===== src/rtl/posit_add_pkg.sv =====
// Shared types and sizing helpers for the posit adder datapath.
//
// Contents:
//   calc_s(n)        - shifter stage count for an n-bit fraction ($clog2(n))
//   calc_sw(n, es)   - signed scale width: calc_s(n) + es + 1
//   POSIT_N/ES/S/SW  - default configuration (N=8, es=4)
//   posit_dec_t      - decoded operand bundle {sign, scale, frac, zero, nar}
//   posit_aligned_t  - aligned operand pair handed to the mantissa adder
//
// The packed structs are sized for the default configuration.
package posit_add_pkg;

    function automatic int calc_s(input int n);
        return (n > 1) ? $clog2(n) : 1;
    endfunction

    function automatic int calc_sw(input int n, input int es);
        return calc_s(n) + es + 1;
    endfunction

    localparam int POSIT_N  = 8;
    localparam int POSIT_ES = 4;
    localparam int POSIT_S  = calc_s(POSIT_N);
    localparam int POSIT_SW = calc_sw(POSIT_N, POSIT_ES);

    typedef struct packed {
        logic                       sign;
        logic signed [POSIT_SW-1:0] scale;
        logic [POSIT_N-1:0]         frac;
        logic                       zero;
        logic                       nar;
    } posit_dec_t;

    typedef struct packed {
        logic                       lg_sign;
        logic signed [POSIT_SW-1:0] lg_scale;
        logic [POSIT_N-1:0]         lg_frac;
        logic [POSIT_N-1:0]         sm_frac;
        logic                       sticky;
        logic                       eff_sub;
        logic                       zero;
        logic                       nar;
    } posit_aligned_t;

endpackage


===== src/rtl/align_rshift_sticky.sv =====
// Log-stage barrel right shifter with saturating shift amount and sticky bit.
//
// Ports:
//   data_i   [N-1:0] value to shift
//   amt_i    [S:0]   shift amount, 0..N; N means "everything shifted out"
//   data_o   [N-1:0] data_i >> amt_i (0 when amt_i >= N)
//   sticky_o         OR of every bit shifted out
//
// Build option: POSIT_ALIGN_STICKY_EN. When undefined the sticky OR-tree is
// not built and sticky_o is tied low (pure truncation).
module align_rshift_sticky #(
    parameter int N = 8,
    parameter int S = 3
) (
    input  logic [N-1:0] data_i,
    input  logic [S:0]   amt_i,
    output logic [N-1:0] data_o,
    output logic         sticky_o
);

    logic sat;
    assign sat = (amt_i >= (S+1)'(N));

    // Stage gi shifts by 2^gi when amt_i[gi] is set.
    for (genvar gi = 0; gi < S; gi++) begin : g_stage
        localparam int SH = 1 << gi;
        logic [N-1:0] din;
        logic [N-1:0] dout;
        if (gi == 0) begin : g_first
            assign din = data_i;
        end else begin : g_next
            assign din = g_stage[gi-1].dout;
        end
        assign dout = amt_i[gi] ? (din >> SH) : din;
`ifdef POSIT_ALIGN_STICKY_EN
        logic stk_in;
        logic stk_out;
        if (gi == 0) begin : g_stk_first
            assign stk_in = 1'b0;
        end else begin : g_stk_next
            assign stk_in = g_stage[gi-1].stk_out;
        end
        // Bits leaving this stage are the low SH bits of its input.
        assign stk_out = stk_in | (amt_i[gi] & (|din[SH-1:0]));
`endif
    end

    assign data_o = sat ? '0 : g_stage[S-1].dout;

`ifdef POSIT_ALIGN_STICKY_EN
    assign sticky_o = sat ? (|data_i) : g_stage[S-1].stk_out;
`else
    assign sticky_o = 1'b0;
`endif

endmodule


===== src/rtl/posit_align_stage.sv =====
// Two-stage operand alignment for the posit adder.
//   Stage 1: order operands by magnitude, handle zero/NaR, compute the
//            saturated scale difference.
//   Stage 2: right-shift the smaller fraction and derive the sticky bit.
// Valid/ready on both sides, one pair per cycle, 2-cycle latency.
//
// Ports:
//   clk, rst_n                       clock, async active-low reset
//   in_valid/in_ready                input handshake (in_ready is
//                                    combinational from out_ready)
//   a_*/b_* sign, scale, frac,       decoded operands
//           zero, nar
//   out_valid/out_ready              output handshake
//   lg_sign, lg_scale, lg_frac       larger-magnitude operand
//   sm_frac, sticky                  aligned smaller fraction and sticky bit
//   eff_sub, out_zero, out_nar       effective subtraction, special flags
//
// Build option: POSIT_ALIGN_STICKY_EN enables sticky generation; otherwise
// sticky is always 0.
module posit_align_stage
    import posit_add_pkg::*;
#(
    parameter int N  = POSIT_N,
    parameter int es = POSIT_ES,
    localparam int S  = calc_s(N),
    localparam int SW = S + es + 1
) (
    input  logic          clk,
    input  logic          rst_n,
    input  logic          in_valid,
    output logic          in_ready,
    input  logic          a_sign,
    input  logic          b_sign,
    input  logic [SW-1:0] a_scale,
    input  logic [SW-1:0] b_scale,
    input  logic [N-1:0]  a_frac,
    input  logic [N-1:0]  b_frac,
    input  logic          a_zero,
    input  logic          b_zero,
    input  logic          a_nar,
    input  logic          b_nar,
    output logic          out_valid,
    input  logic          out_ready,
    output logic          lg_sign,
    output logic [SW-1:0] lg_scale,
    output logic [N-1:0]  lg_frac,
    output logic [N-1:0]  sm_frac,
    output logic          sticky,
    output logic          eff_sub,
    output logic          out_zero,
    output logic          out_nar
);

    posit_dec_t     a_dec, b_dec, lg_dec, sm_dec;
    posit_aligned_t s1_d, s1_q, s2_d, s2_q;
    logic [S:0]     s1_amt_d, s1_amt_q, amt_sat;
    logic [SW:0]    diff_full;
    logic           a_wins;
    logic           s1_valid_q, s2_valid_q;
    logic           s1_load, s2_load;
    logic [N-1:0]   sh_frac;
    logic           sh_sticky;

    assign s2_load  = !s2_valid_q || out_ready;
    assign s1_load  = !s1_valid_q || s2_load;
    assign in_ready = s1_load;

    assign a_dec = '{sign: a_sign, scale: a_scale, frac: a_frac, zero: a_zero, nar: a_nar};
    assign b_dec = '{sign: b_sign, scale: b_scale, frac: b_frac, zero: b_zero, nar: b_nar};

    // Ties on scale and frac go to a.
    assign a_wins = ($signed(a_dec.scale) > $signed(b_dec.scale)) ||
                    ((a_dec.scale == b_dec.scale) && (a_dec.frac >= b_dec.frac));
    assign lg_dec = a_wins ? a_dec : b_dec;
    assign sm_dec = a_wins ? b_dec : a_dec;

    // One extra bit so the difference of two extreme scales cannot wrap;
    // after the swap it is non-negative and can be read as unsigned.
    assign diff_full = {lg_dec.scale[SW-1], lg_dec.scale} - {sm_dec.scale[SW-1], sm_dec.scale};
    assign amt_sat   = (diff_full >= (SW+1)'(N)) ? (S+1)'(N) : diff_full[S:0];

    always_comb begin
        s1_d     = '0;
        s1_amt_d = '0;
        if (a_nar || b_nar) begin
            s1_d.nar = 1'b1;
        end else if (a_zero && b_zero) begin
            s1_d.zero = 1'b1;
        end else if (a_zero || b_zero) begin
            // The non-zero operand passes straight through; nothing to align.
            s1_d.lg_sign  = a_zero ? b_sign  : a_sign;
            s1_d.lg_scale = a_zero ? b_scale : a_scale;
            s1_d.lg_frac  = a_zero ? b_frac  : a_frac;
        end else begin
            s1_d.lg_sign  = lg_dec.sign;
            s1_d.lg_scale = lg_dec.scale;
            s1_d.lg_frac  = lg_dec.frac;
            s1_d.sm_frac  = sm_dec.frac;
            s1_d.eff_sub  = lg_dec.sign ^ sm_dec.sign;
            s1_amt_d      = amt_sat;
        end
    end

    align_rshift_sticky #(
        .N(N),
        .S(S)
    ) u_shift (
        .data_i   (s1_q.sm_frac),
        .amt_i    (s1_amt_q),
        .data_o   (sh_frac),
        .sticky_o (sh_sticky)
    );

    always_comb begin
        s2_d         = s1_q;
        s2_d.sm_frac = sh_frac;
        s2_d.sticky  = sh_sticky;
    end

    // Data registers only capture real transfers so idle bubbles do not
    // toggle the downstream datapath.
    always_ff @(posedge clk or negedge rst_n) begin
        if (!rst_n) begin
            s1_valid_q <= 1'b0;
            s2_valid_q <= 1'b0;
            s1_q       <= '0;
            s1_amt_q   <= '0;
            s2_q       <= '0;
        end else begin
            if (s1_load) begin
                s1_valid_q <= in_valid;
                if (in_valid) begin
                    s1_q     <= s1_d;
                    s1_amt_q <= s1_amt_d;
                end
            end
            if (s2_load) begin
                s2_valid_q <= s1_valid_q;
                if (s1_valid_q) begin
                    s2_q <= s2_d;
                end
            end
        end
    end

    assign out_valid = s2_valid_q;
    assign lg_sign   = s2_q.lg_sign;
    assign lg_scale  = s2_q.lg_scale;
    assign lg_frac   = s2_q.lg_frac;
    assign sm_frac   = s2_q.sm_frac;
    assign sticky    = s2_q.sticky;
    assign eff_sub   = s2_q.eff_sub;
    assign out_zero  = s2_q.zero;
    assign out_nar   = s2_q.nar;

endmodule


===== config.mk =====
export PLATFORM = sky130hd
export DESIGN_NAME = posit_align_stage
export DESIGN_NICKNAME = d
export VERILOG_FILES = /design/src/rtl/posit_add_pkg.sv /design/src/rtl/align_rshift_sticky.sv /design/src/rtl/posit_align_stage.sv
export SDC_FILE = /design/constraint.sdc
export NUM_CORES = 1
export LEC_CHECK = 0
export ABC_AREA = 1
export CORE_UTILIZATION = 53
export CTS_CLUSTER_DIAMETER = 100
export CTS_CLUSTER_SIZE = 10
export DETAILED_ROUTE_END_ITERATION = 8
export PLACE_DENSITY = 0.81
export SKIP_LAST_GASP = 1
export SLEW_MARGIN = 40
export SYNTH_ARGS = -nofsm -noshare
export SYNTH_HDL_FRONTEND = slang
export SYNTH_SLANG_ARGS = --single-unit

===== constraint.sdc =====
create_clock -name clk -period 2 [get_ports clk]
set_input_delay 0.2 -clock clk [delete_from_list [all_inputs] [get_ports clk]]
set_output_delay 0.2 -clock clk [all_outputs]
set_load 0.05 [all_outputs]

* Yosys cells after proc, flatten, opt, wreduce, memory -nomap -nowiden *
Cells that the tools add are included.

storage, ports and cells
  register bits = 62
  input bits = 42
  logic and storage cells = 57

cells by class
  magnitude comparators = 4
  reductions and logical operators = 11
  bitwise operators = 1
  add/subtract/negate cells = 1
  eq/ne operators = 1
  mux-type cells = 22

operator list
  operator                                                            count
  two-way mux 8 bit                                                   7
  two-way mux 25 bit                                                  2
  two-way mux 19 bit                                                  2
  two-way mux 17 bit                                                  1
  two-way mux 4 bit                                                   4
  greater-or-equal comparator 9 x 4 -> 1 bit (second input constant)  1
  subtractor 8 x 8 -> 9 bit                                           1
  == test 8 bit                                                       1
  greater-or-equal comparator 8 bit                                   1
  greater-than comparator 8 bit                                       1
  logical OR 1 bit                                                    5
  two-way mux 1 bit                                                   5
  greater-or-equal comparator 4 bit (second input constant)           1
  AND reduction 2 bit                                                 2
  logical AND 1 bit                                                   2
  zero test 1 bit                                                     2
  two-way mux 2 bit                                                   1
  XOR 1 bit                                                           1

* Depth between registers and ports, before layout *
Gate-level depths: netlist of run 1.

  depth after elaboration = 10
  mapped depth = 27
  mapped depth without buffers = 27

* Hierarchy *
Synthesis of run 1 repeated with hierarchy kept, for this count alone.

second synthesis, totals
  cells, all modules = 532
  area, all modules = 4060.1 µm²

modules (own cells, without submodules)
  module               area each (µm²)  instances  cells an instance  sequential area each (µm²)
  posit_align_stage    3756.1           1          475                1576.5
  align_rshift_sticky  304.0            1          57                 0.0

* Least setup slack after synthesis of run 1 *
OpenSTA, ideal clock, no wires.

  path type = reg-to-reg
  from = reg s2_valid_q (netlist: out_valid)
  to = reg s1_q[18] in the netlist's numbering
  slack = -658 ps
  library setup time = 140 ps
  cell stages (with the launch flop) = 9
  arrival time = 2518 ps
  buffers on the path = 1
  required time = 1860 ps
  cells stage by stage = dfrtp_1 > nand3_1 > nand2_1 > clkinv_1 > nand2_1 > inv_1 > nand2_1 > clkbuf_1 > o32ai_1

between the ends
  longest elaborated chain between the ends = 4

ends and longest elaborated chain
  what                                  RTL line                  source
  from (decl)                           posit_align_stage.sv:59   logic s1_valid_q, s2_valid_q;
  from (signal assigned)                posit_align_stage.sv:138  s2_valid_q <= s1_valid_q;
  zero test 1 bit                       posit_align_stage.sv:64   assign s2_load = !s2_valid_q || out_ready;
  logical OR 1 bit                      posit_align_stage.sv:64
  logical OR 1 bit                      posit_align_stage.sv:65   assign s1_load = !s1_valid_q || s2_load;
  via in_ready                          posit_align_stage.sv:31   output logic in_ready,
  AND reduction 2 bit (no source line)  n/a
  to (signal assigned)                  posit_align_stage.sv:126  s1_q <= '0;
  to (signal assigned)                  posit_align_stage.sv:133  s1_q <= s1_d;
  to (decl)                             posit_align_stage.sv:55   posit_aligned_t s1_d, s1_q, s2_d, s2_q;

The timed path passes the listed nets, and every way through them passes these cells.
A chain may end at the register's enable or synchronous reset.

* Worst setup path in the final report of run 1 *
  from = in a_scale[1]
  to = reg s1_amt_q[3]

between the ends
  longest elaborated chain between the ends = 10

ends and longest elaborated chain
  what                                                                   RTL line                  source
  from (decl)                                                            posit_align_stage.sv:34   input logic [SW-1:0] a_scale,
  branches (longest 4 deep; another with greater-than comparator 8 bit)  n/a
  subtractor 8 x 8 -> 9 bit (*)                                          posit_align_stage.sv:79   assign diff_full = {lg_dec.scale[SW-1], lg_dec.scale} - {sm_dec.scale[SW-1], sm_dec.scale};
  greater-or-equal comparator 9 x 4 -> 1 bit                             posit_align_stage.sv:80   assign amt_sat = (diff_full >= (SW+1)'(N)) ? (S+1)'(N) : diff_full[S:0];
  two-way mux 4 bit (*)                                                  posit_align_stage.sv:80
  two-way mux 4 bit (*)                                                  posit_align_stage.sv:89   end else if (a_zero || b_zero) begin
  two-way mux 4 bit (*)                                                  posit_align_stage.sv:87   end else if (a_zero && b_zero) begin
  two-way mux 4 bit (*)                                                  posit_align_stage.sv:85   if (a_nar || b_nar) begin
  to (signal assigned)                                                   posit_align_stage.sv:134  s1_amt_q <= s1_amt_d;
  to (decl)                                                              posit_align_stage.sv:56   logic [S:0] s1_amt_d, s1_amt_q, amt_sat;

Every way passes the cells marked *.

==> results.json, run 1 <==
{
  "status": "complete, but fails checks",
  "violations": "negative setup slack",
  "fin_crit_ns": 2.34,
  "crit_chain": "buf_2 -> ha_4 -> nand2_1 -> inv_2 -> nand4_4 -> clkinv_4 -> nand4_4 -> buf_6 -> nand3_2 -> nand2_2 -> nand3_1 -> nand2_2 -> inv_1 -> nand3_1 -> nand2_1 -> nand2_2 -> nor2_4 -> nand3_2 -> nand2_1 -> nand2_1",
  "grt_usage": 0.367,
  "die_h_microns": 87.9,
  "clk_pin_slew_ns": 0.08,
  "chipWidth_microns": 87.9,
  "drt_pass1_iterations": 6,
  "start_util": 0.563,
  "diodes": 0,
  "routedWlPerCell_microns": 18.9,
  "arrival_ns": 2.59,
  "first_global_vias": 4572,
  "hold_viol": 0,
  "synthMostInstantiatedCell": "nand2_1",
  "cts_root_buf": "clkbuf_8",
  "syn-mean-instance-area_sq_um": 7.49,
  "path_buf_inv": 5,
  "netlist_area_sq_um": 3910,
  "numPortBuffers": 71,
  "final_antenna_net_count": 0,
  "gp_congestion": 0.920,
  "r2r_slack_ns": 0.42,
  "synth.net_count": 581,
  "fmax_mhz": 427,
  "cpLargestDelayFamily": "simple AND/OR/NAND/NOR gates",
  "io_pins": 73,
  "vias": 4732,
  "grt_max_degree": 50,
  "tightest_slew_ns": 0.537,
  "place_ws_ns": -1.05,
  "rsz0062_at_grt": "yes",
  "cp_max_fo": 4,
  "numClockSinks": 62,
  "layout.nets": 748,
  "synthTopCellsByCount": "123 x nand2_1, 72 x inv_1, 62 x dfrtp_1",
  "clk_path_buf_depth": 2,
  "insertion_delay_ns": 0.34,
  "slowest_stage": "ha_4",
  "synthCells": 522,
  "cts_tree": "done",
  "finalCritPeriodShare": 1.17,
  "fillCellCount": 346,
  "area_growth_syn_to_layout_pct": 55.7,
  "max-cap-violations": 0,
  "critPathRequiredTime_ns": 2.25,
  "grt_pass1_wl_microns": 21500,
  "rows": 30,
  "drt_iter0_drc": 582,
  "synthFlopType": "dfrtp_1",
  "hold_class": "input pin to flip-flop",
  "overflow": 0,
  "yosys.area.top_type": "dfrtp_1",
  "ys_seq_area_frac": 0.397,
  "vias_per_cell": 5.99,
  "hpwl_microns": 8930,
  "synth_edf_count": 0,
  "fin_area_sq_um": 6090,
  "core-area_sq_um": 6940,
  "crit_path_frequent_cell": "nand2_1",
  "antenna_found_initial": 0,
  "ctsHtreeMaxLevel": 3,
  "end_kind": "flip-flop",
  "drc": 0,
  "ir_drop_mv": 0.527,
  "netlist.area_leader.share": 0.397,
  "p_leak_nw": 2.89,
  "finalSetupViolCount": 8,
  "ys_seq_elements": 62,
  "dieArea_sq_um": 7720,
  "fin_skew_ns": 0.0158,
  "synth_cell_types": 36,
  "wl_microns": 15000,
  "numCtsBuffers": 9,
  "power_density_nw_per_um2": 715,
  "drive_gt1_frac": 0.383,
  "startpoint_type": "input pin",
  "maxSlewHeadroom": 0.641,
  "criticalPathCategory": "input pin to flip-flop",
  "synthArstFlopShare": 1.00,
  "crit_path_max_incr_delay_ns": 0.30,
  "setup_ws_ns": -0.341,
  "maxSlewViolCount": 0,
  "ys_top_cells_by_area": "dfrtp_1 40%, nand2_1 12%, o21ai_0 7.0%",
  "yosysWarnings": 0,
  "placed_area_sq_um": 5430
}
==> routing by layer <==
metal	share of wire	vias to the layer above	track usage	routed length (microns)
met4	0.056	0	0.227	838
met2	0.48	328	0.612	7230
met3	0.085	93	0.0754	1270
met5	0	-	0	0
met1	0.38	2223	0.435	5640
li1	-	2088	-	-
==> sequential cells by signal, indices dropped and copies added, names as in the netlist <==
name and count:
eff_sub 1, out_valid 1, s1_q 28, out_nar 1
lg_frac 8, s1_valid_q 1, s1_amt_q 4, lg_scale 8
out_zero 1, sm_frac 8, lg_sign 1
==> power breakdown <==
group          internal, mW  switching (mW)
combinational         0.722            1.13
clock                 0.520           0.538
sequential             1.37          0.0660
total                  2.62            1.74
==> stage by stage <==
step                       util  TNS (ns)  std cells  hold WS [ns]  power [mW]
after CTS                 0.846    -0.421        780         0.275        4.14
final                     0.877     -1.36        790         0.243        4.35
after global routing      0.877     -2.85        790         0.241        4.51
after detailed placement  0.783    -16.10        748         0.212        3.01
after floorplan               -    -0.849        522       -0.0956        2.37
after global placement    0.783    -15.17        748         0.214        2.97
==> placed cells by master (no fill, tap or decap), types with 16 or more instances in the layout <==
master	netlist	final
nand2_1	123	98
buf_4	1	98
dfrtp_1	62	61
inv_1	72	53
o21ai_0	55	53
clkdlybuf4s50_1	0	37
nand2_2	12	29
o22ai_1	27	27
nor2_1	30	25
a21oi_1	24	18
buf_6	0	18
inv_2	3	17
o32ai_1	16	16
buf_2	2	16
==> what timing repair did <==
action / 4_1_cts / 5_1_grt
setup endpoints to repair: 28 / 13
endpoints found under the hold margin: 24 / 0
pin swaps: 56 / 54
resized for setup: 166 / 68
hold buffers: 1 / 0
cloned: 0 / 0
setup buffers: 15 / 11
==> worst min-delay path, delay by kind of cell <==
family	cells	cell delay [ns]
compound gates	1	0.11
simple gates	1	0.04
buf+inv	2	0.19
==> final cells by class <==
| cell class | instances | area (sq um) | share of cell area |
|---|---|---|---|
| Inverter | 79 | 327 | 0.0536 |
| Tap cell | 96 | 120 | 0.0197 |
| Multi-Input combinational cell | 362 | 2440 | 0.401 |
| Timing Repair Buffer | 175 | 1460 | 0.240 |
| Clock inverter | 4 | 31.3 | 0.00514 |
| Sequential cell | 62 | 1550 | 0.255 |
| Clock buffer | 12 | 155 | 0.0255 |
==> cell families after synthesis <==
logic type,synth area share
xor+xnor,0.00672
compound gates,0.199
simple gates,0.243
other cells,0.000959
mux,0.00256
buf+inv,0.0960
fa+ha+maj,0.0544
flops,0.397
==> final timing paths <==
| kind | startpoint | cells past startpoint | end |
|---|---|---|---|
| setup / recovery | a_scale[1] | 20 | s1_amt_q[3] |
| hold / removal | b_frac[7] | 4 | s1_q[11] |
| setup reg to reg | s1_valid_q | 8 | s1_q[10] |
| hold reg to reg | lg_sign | 2 | lg_sign |
| max in group asynchronous | rst_n | 3 | s1_q[20] |
| min in group asynchronous | rst_n | 2 | out_nar |
Power figures use the tool's default switching activity.
==> run 2, diff against run 1 <==
ABC_CLOCK_PERIOD_IN_PS = 2000   (was not set)
==> results of run 2 <==
The final DEF is identical to that of run 1; final timing and power are the same.
==> run 3, diff against run 2 <==
CAP_MARGIN = 15   (was not set)
PLACE_DENSITY = not set   (was 0.81)
PLACE_DENSITY_LB_ADDON = 0.15   (was not set)
==> run 3 against run 2 <==
The run ends with design-rule violations, negative setup slack left; cell count decreased by 0.63%; die area unchanged; total power increased by 1.2%; via count decreased by 1.6%; final area decreased by 0.78%; wire length decreased by 6.1%; setup slack improved by 0.16 ns; combinational power decreased by 3%; worst hold slack got worse by 0.013 ns; clock-buffer cell count decreased by 2; global-route usage increased by 0.97 points; critical endpoint unchanged; sequential cell count unchanged; largest power group unchanged; largest cell class unchanged.
==> results.json, run 3 (synthesis results as in run 1) <==
{
  "rsz0062_at_grt": "yes",
  "diodes": 0,
  "drive_gt1_frac": 0.376,
  "largest_reg_flops": 28,
  "clk_pin_slew_ns": 0.07,
  "reg2reg_depth": 8,
  "power_density_nw_per_um2": 729,
  "end_kind": "flip-flop",
  "cp_max_fo": 4,
  "mostFrequentLayoutCells": "99 x nand2_1, 95 x buf_4, 61 x dfrtp_1",
  "insertion_delay_ns": 0.35,
  "fin_skew_ns": 0.0131,
  "drt_pass1_iterations": 9,
  "grt_max_degree": 63,
  "criticalPathCategory": "input pin to flip-flop",
  "ctsHtreeMaxLevel": 3,
  "wl_microns": 14100,
  "largest-register": "s1_q",
  "arrival_ns": 2.41,
  "finalPower_mw": 4.41,
  "fin_crit_ns": 2.18,
  "worstReg2RegStart": "s1_valid_q",
  "hold_viol": 0,
  "multiInputGateArea_sq_um": 2430,
  "vias_per_cell": 5.93,
  "routedWlPerCell_microns": 17.9,
  "mostFrequentLayoutCell": "nand2_1",
  "finalSetupViolCount": 4,
  "area_growth_syn_to_layout_pct": 54.5,
  "numPortBuffers": 71,
  "overflow": 0,
  "reg2reg_to": "s1_q[17]",
  "setup_ws_ns": -0.178,
  "regArea_sq_um": 1550,
  "p_leak_nw": 2.90,
  "dieArea_sq_um": 7720,
  "chipWidth_microns": 87.9,
  "numCtsBuffers": 9,
  "holdWs_ns": 0.230,
  "hpwl_microns": 9040,
  "fillCellCount": 365,
  "die_h_microns": 87.9,
  "rows": 30,
  "start_util": 0.563,
  "maxSlewHeadroom": 0.653,
  "max-cap-violations": 0,
  "finalCritPeriodShare": 1.09,
  "numClockSinks": 62,
  "critPathLaunch": "b_frac[5]",
  "hold_class": "input pin to flip-flop",
  "place_ws_ns": -1.13,
  "layout.nets": 743,
  "r2r_slack_ns": 0.33,
  "fin_tns_setup_ns": -0.499,
  "cp-endpoint": "s1_amt_q[3]",
  "final_antenna_net_count": 0,
  "fmax_mhz": 459,
  "maxSlewViolCount": 0,
  "violations": "design-rule violations, negative setup slack",
  "clk_path_buf_depth": 2,
  "tightest_slew_ns": 0.519,
  "grt_pass1_wl_microns": 22000,
  "grt_usage": 0.377,
  "cts_tree": "done",
  "drt_iter0_drc": 309,
  "gp_congestion": 0.937,
  "antenna_found_initial": 0,
  "startpoint_type": "input pin",
  "first_global_vias": 4686,
  "drc": 1,
  "status": "complete, but fails checks",
  "ir_drop_mv": 0.705,
  "vias": 4657,
  "critPathRequiredTime_ns": 2.23,
  "io_pins": 73,
  "core-area_sq_um": 6940,
  "cts_root_buf": "clkbuf_8"
}
==> run 3: metal layers <==
layer  global-route usage  vias up  wire [microns]
li1                     -     2083               -
met3               0.0679       90             933
met1                0.423     2206            5380
met5                    0        -               0
met2                0.660      278            7000
met4                0.240        0             742
==> run 3: worst min-delay path by stage <==
| stage | depth (start not counted) | endpoint | from |
|---|---|---|---|
| final | 4 | s1_q[11] | b_frac[7] |
| after global routing | 4 | s1_q[11] | b_frac[7] |
| after CTS | 4 | s1_q[7] | b_frac[3] |
| after detailed placement | 2 | eff_sub | rst_n |
| after global placement | 2 | lg_frac[2] | rst_n |
| after floorplan | 0 | eff_sub | rst_n |
==> run 3: final cells by class <==
cell class / count / share of cell area
multi-input combinational: 362 / 0.402
sequential: 62 / 0.257
timing repair buffer: 170 / 0.232
inverter: 79 / 0.0545
clock buffer: 10 / 0.0228
tap: 96 / 0.0199
clock inverter: 6 / 0.0114
==> run 3: worst max-delay path: stages <==
cell      delay [ns]
clkbuf_2        0.11
inv_2           0.05
ha_4            0.28
nand2_2         0.07
nor2_4          0.11
nand4_1         0.20
nand4_4         0.18
nand2_4         0.08
nand2_4         0.09
nand3_4         0.07
ha_4            0.17
inv_4           0.05
nand2_4         0.04
nand2_2         0.06
nand2_2         0.06
nand2_2         0.07
nand2_1         0.05
nand2_1         0.08
nand2_2         0.06
nor2_4          0.13
nand3_2         0.07
nand2_1         0.06
nand2_1         0.05
==> run 3: where the power goes <==
part,switching (mW),total (mW),internal (mW)
Clock,0.553,1.17,0.618
Combinational,1.09,1.79,0.700
Sequential,0.0666,1.44,1.37
Total,1.71,4.41,2.69
==> run 3: stage by stage <==
stage / utilization / instance area (sq um) / instances
global placement: 0.782 / 5430 / 746
floorplan: - / 4090 / 522
detailed placement: 0.782 / 5430 / 746
global route: 0.870 / 6040 / 785
finish: 0.870 / 6040 / 785
CTS: 0.856 / 5940 / 781
==> run 3: timing repair <==
action                                  in CTS  in global routing
hold buffers                                 1                  0
resized for setup                          145                 77
pin swaps                                   50                 51
endpoints found under the setup margin      29                 13
setup buffers                               18                  5
endpoints found under the hold margin       62                  0
